**src/rtl/mw_sub_5bit.sv**
```systemverilog
// mw_sub_5bit: streaming multi-limb subtractor D = A - B, 5-bit limbs, LSW first.
// Ports: in_valid/in_ready/in_first/a_in/b_in limb input; out_valid/out_ready/diff/
//        out_last/bout/zero limb output with MSW flags; err protocol-violation pulse.
module mw_sub_5bit #(
   parameter int NWORDS = 4
) (
   input  logic       clk,
   input  logic       rst,
   input  logic       in_valid,
   output logic       in_ready,
   input  logic       in_first,
   input  logic [4:0] a_in,
   input  logic [4:0] b_in,
   output logic       out_valid,
   input  logic       out_ready,
   output logic [4:0] diff,
   output logic       out_last,
   output logic       bout,
   output logic       zero,
   output logic       err
);
   localparam int CW = $clog2(NWORDS);
   localparam logic [CW-1:0] LAST = CW'(NWORDS - 1);

   typedef enum logic {IDLE, BUSY} state_t;

   state_t        state_q;
   logic [CW-1:0] cnt_q;
   logic          borrow_q;
   logic          zrun_q;
   logic          out_valid_q;
   logic [4:0]    diff_q;
   logic          out_last_q;
   logic          bout_q;
   logic          zero_q;
   logic          err_q;

   logic       acc;
   logic       proc;
   logic       bin;
   logic [4:0] g;
   logic [4:0] p;
   logic [5:0] c;
   logic [4:0] diff_d;
   logic       bnext_d;
   logic       zrun_d;
   logic       msw_d;

   assign in_ready = !out_valid_q || out_ready;
   assign acc      = in_valid && in_ready;
   // In IDLE only an in_first limb is processed; others are dropped.
   assign proc     = acc && (in_first || state_q == BUSY);
   assign bin      = in_first ? 1'b0 : borrow_q;

   // Borrow generate/propagate: borrow out of bit i when a<b, or a==b with borrow in.
   always_comb begin
      g    = ~a_in & b_in;
      p    = ~(a_in ^ b_in);
      c    = '0;
      c[0] = bin;
      for (int i = 0; i < 5; i++) begin
         c[i+1] = g[i] | (p[i] & c[i]);
      end
      diff_d  = a_in ^ b_in ^ c[4:0];
      bnext_d = c[5];
   end

   assign zrun_d = (in_first ? 1'b1 : zrun_q) & (diff_d == 5'd0);
   assign msw_d  = !in_first && state_q == BUSY && cnt_q == LAST;

   always_ff @(posedge clk or posedge rst) begin
      if (rst) begin
         state_q     <= IDLE;
         cnt_q       <= '0;
         borrow_q    <= 1'b0;
         zrun_q      <= 1'b0;
         out_valid_q <= 1'b0;
         diff_q      <= '0;
         out_last_q  <= 1'b0;
         bout_q      <= 1'b0;
         zero_q      <= 1'b0;
         err_q       <= 1'b0;
      end else begin
         err_q <= 1'b0;
         if (out_valid_q && out_ready) begin
            out_valid_q <= 1'b0;
         end
         if (acc) begin
            unique case (state_q)
               IDLE: begin
                  if (in_first) begin
                     cnt_q   <= CW'(1);
                     state_q <= BUSY;
                  end else begin
                     err_q <= 1'b1;
                  end
               end
               BUSY: begin
                  if (in_first) begin
                     err_q <= 1'b1;
                     cnt_q <= CW'(1);
                  end else if (cnt_q == LAST) begin
                     cnt_q   <= '0;
                     state_q <= IDLE;
                  end else begin
                     cnt_q <= cnt_q + 1'b1;
                  end
               end
            endcase
         end
         if (proc) begin
            out_valid_q <= 1'b1;
            diff_q      <= diff_d;
            borrow_q    <= bnext_d;
            zrun_q      <= zrun_d;
            out_last_q  <= msw_d;
            bout_q      <= msw_d & bnext_d;
            zero_q      <= msw_d & zrun_d;
         end
      end
   end

   assign out_valid = out_valid_q;
   assign diff      = diff_q;
   assign out_last  = out_last_q;
   assign bout      = bout_q;
   assign zero      = zero_q;
   assign err       = err_q;
endmodule

```
**config.mk**
```make
export PLATFORM = sky130hd
export DESIGN_NAME = mw_sub_5bit
export DESIGN_NICKNAME = d
export VERILOG_FILES = /design/src/rtl/mw_sub_5bit.sv
export SDC_FILE = /design/constraint.sdc
export NUM_CORES = 1
export LEC_CHECK = 0
export ABC_AREA = 1
export CORE_MARGIN = 10
export CORE_UTILIZATION = 40
export CTS_BUF_LIST = sky130_fd_sc_hd__clkbuf_16
export CTS_CLUSTER_SIZE = 14
export DETAILED_ROUTE_END_ITERATION = 10
export PLACE_DENSITY = 0.7
export SETUP_SLACK_MARGIN = 0.3
export SLEW_MARGIN = 20
export SYNTH_ARGS = -nofsm -noshare
export SYNTH_HDL_FRONTEND = slang
export SYNTH_SLANG_ARGS = --single-unit
```
**constraint.sdc**
```tcl
create_clock -name clk -period 3.1 [get_ports clk]
set_clock_uncertainty 0.2 [all_clocks]
set_input_delay 0.62 -clock clk [delete_from_list [all_inputs] [get_ports clk]]
set_output_delay 0.62 -clock clk [all_outputs]
set_load 0.005 [all_outputs]
```
==> summary.txt <==
Run status
  – Status: finished with violations
  – Failing checks: setup timing

Worst setup path
  – Startpoint Class: primary input
  – Most used cell, CP: fa_2
  – CP delay by family, top: adder cells
  – Reg2reg start: borrow_q
  – Critical path's slowest cell: fa_1
  – Crit-path cells: buf_6, fa_2, fa_2, fa_2, fa_2, inv_2, fa_1, nand3b_1, nor2_1, nand2_1, nand2_1
  – CP max FO: 2
  – Worst Path Required: 3080 ps
  – Crit path arrival time: 3100 ps
  – Bufs and invs on worst path: 2
  – Worst Setup EP: zrun_q
  – Reg2Reg Depth: 12
  – Largest stage delay, worst path: 420 ps
  – FF-to-FF setup slack: -10 ps
  – Worst setup startpoint: b_in[0]
  – Critical Path Sink Type: register
  – Critical path depth in cells: 11
  – WS Path Type: in -> reg
  – Reg-to-Reg End: zrun_q

Logic synthesis
  – Synth Cell Area: 841 µm²
  – Sequential-to-total area share from yosys stat: 44.6%
  – Post-Syn Instances: 88
  – Synth area leader: dfrtp_1
  – Syn. warnings: 0
  – Yosys reg bits: 15
  – Post-synthesis xor/xnor area fraction: 0%
  – Synth Area in Simple Gates: 20.7%
  – Top cell type's share of synthesized area: 44.6%
  – Top cells by area, synth: dfrtp_1 45%, nand2_1 13%, fa_1 12%
  – Synth Net Count: 111
  – Post-Synth Adder-Cell Area: 16.4%
  – Combinational family with the most area after synthesis: simple AND/OR/NAND/NOR gates
  – Syn avg cell area: 9.55 µm²
  – Distinct cells, synth: 13
  – Mux contribution to synthesized area: 0%
  – Synth Area in Compound Gates: 8.93%

Detailed routing
  – 1st-iter DRT viols: 16
  – Final ANT Viol Nets: 0
  – Wire per inst: 12.0 µm
  – Via density per instance: 4.50
  – First-pass iteration count of the detailed router: 4
  – Residual DRC: 0
  – WL final: 1730 µm
  – Via count: 648

Floorplanning
  – Num rows: 16
  – Die width: 65.8 µm
  – Initial cell density of the core: 42.4%
  – Core area: 1980 µm²
  – Die H: 65.8 µm
  – Die area: 4340 µm²
  – Ports: 26

Power
  – P_leak: 0.599 nW
  – VDD IR max: 0.000331 V
  – P per Cell Area: 672 nW/µm²

Final layout
  – Ant diodes: 0
  – Highest-count cells in the layout ignoring fill and taps: 28 x nand2_1, 20 x clkdlybuf4s50_1, 15 x dfrtp_1
  – Commonest non-fill, non-tap cell in the layout: nand2_1
  – Design area: 1200 µm²
  – Filler Cell Count: 168
  – Multi-input gate area: 399 µm²
  – Layout cell share with drive strength beyond 1: 22.2%
  – Final #Nets: 141
  – Area delta synth->final: 43.2%
  – Storage cell area: 375 µm²

STA
  – Min Tclk post-route: 3130 ps
  – # setup viols final: 1
  – Minimum hold slack: 283 ps
  – Slew headroom: 61.7%
  – Sum Neg Setup Slack: -25.8 ps
  – Highest clock rate: 320 MHz
  – Final Hold Fails: 0
  – RSZ-0062 raised after global routing: true
  – Max Transition Viols Final: 0
  – Least-Margin Pin Slew: 574 ps
  – Tcrit/Tclk final: 101%
  – Slack of the critical path: -25.8 ps

GRT
  – First-pass GRT wire length: 2890 µm
  – Vias in the first global route: 709
  – Initial antenna violation count: 0
  – Tot GR Track Use: 8.61%
  – Largest net degree at the start of global routing: 24
  – Total grt overflow: 0

Clocking
  – CTS Hold Buffers Added: 0
  – Clock slew at reported path FFs: 50 ps
  – Max Root-Sink Buffers: 2
  – CTS root buf: clkbuf_16
  – CTS tree: built
  – # H-tree levels: 1
  – Post-CTS setup buffer count: 0
  – TritonCTS Buffers: 3
  – Clk_lat worst skew: 240 ps
  – Clock sink count: 15

Placed design
  – Area post-placement: 1130 µm²
  – Final HPWL DP: 1420 µm
  – IO Port Bufs: 25
  – Routability Congestion: 0.727

Hold path
  – Class of the worst hold path: reg -> reg

Run
  – Max-cap violations: 0
routing by layer:
| layer | wire length (µm) | share of wire (%) | global-route usage (%) |
|---|---|---|---|
| met1 | 730 | 42 | 8.64 |
| met2 | 818 | 47 | 14.4 |
| met3 | 148 | 8.6 | 3.05 |
| met4 | 31 | 1.8 | 6.42 |
| met5 | 0 | 0 | 0 |
state kept, by name (all words and copies together), names as in the netlist:
name	cells
zrun_q	1
diff	5
state_q	1
cnt_q	2
zero	1
borrow_q	1
out_valid	1
bout	1
out_last	1
err	1
cell families (layout without fill, tap and decap cells):
family,count (synthesis),count (layout)
buffers and inverters,17,46
and+or+nand+nor,39,39
DFF,15,15
adders and majority gates,8,8
AOI/OAI and AO/OA,9,9
synthesized netlist by cell type:
master and n:
nand2_1 28, dfrtp_1 15, inv_1 15, o21ai_2 8, nor2_1 6, fa_1 5
ha_1 3, buf_6 2, nand3_1 2, nand2_4 1, nand3_4 1, nand3b_1 1
o21ai_0 1
layout make-up:
cell class / instances / share of cell area (%)
clock buffer: 3 / 6.24
clock inverter: 1 / 0.312
inverter: 15 / 4.68
multi-input combinational: 56 / 33.2
sequential: 15 / 31.2
tap: 27 / 2.81
timing repair buffer: 27 / 21.6
through the flow:
step                util [%]  setup slack (ps)  total power (W)  instances
global placement        56.9              -589         0.000567        140
detailed placement      56.9              -643         0.000577        140
CTS                     60.7             -54.2         0.000822        144
global route            60.7              -121         0.000863        144
floorplan                  -             -48.1         0.000452         88
finish                  60.7             -25.8         0.000808        144
report_power, final:
part	switching (W)	internal, W	leakage, nW	total [W]
registers	0.0000358	0.000253	0.188	0.000288
clock network	0.0000713	0.000170	0.0423	0.000241
logic	0.000128	0.000151	0.369	0.000278
worst min-delay path by stage:
stage | start | end | slack (ps) | cells past startpoint
floorplan | zrun_q | zrun_q | 240 | 2
global placement | zrun_q | zrun_q | 260 | 2
detailed placement | zrun_q | zrun_q | 260 | 2
CTS | borrow_q | borrow_q | 280 | 2
global route | diff[0] | diff[0] | 300 | 2
finish | borrow_q | borrow_q | 280 | 2
worst register-to-register path, cell delays in order, from the launching register on:
cell,delay [ps]
dfrtp_1,370
inv_1,70
nor2_2,40
fa_2,350
fa_2,350
fa_2,360
fa_2,390
inv_2,60
fa_1,420
nand3b_1,160
nor2_1,120
nand2_1,80
nand2_1,60
repair_timing:
action / 4_1_cts / 5_1_grt
setup endpoints to repair: 6 / 3
pin swaps: 7 / 2
gates cloned: 0 / 0
resized for setup: 17 / 0
hold endpoints to repair: 0 / 0
Note: power is estimated with default switching activity, not from simulation.
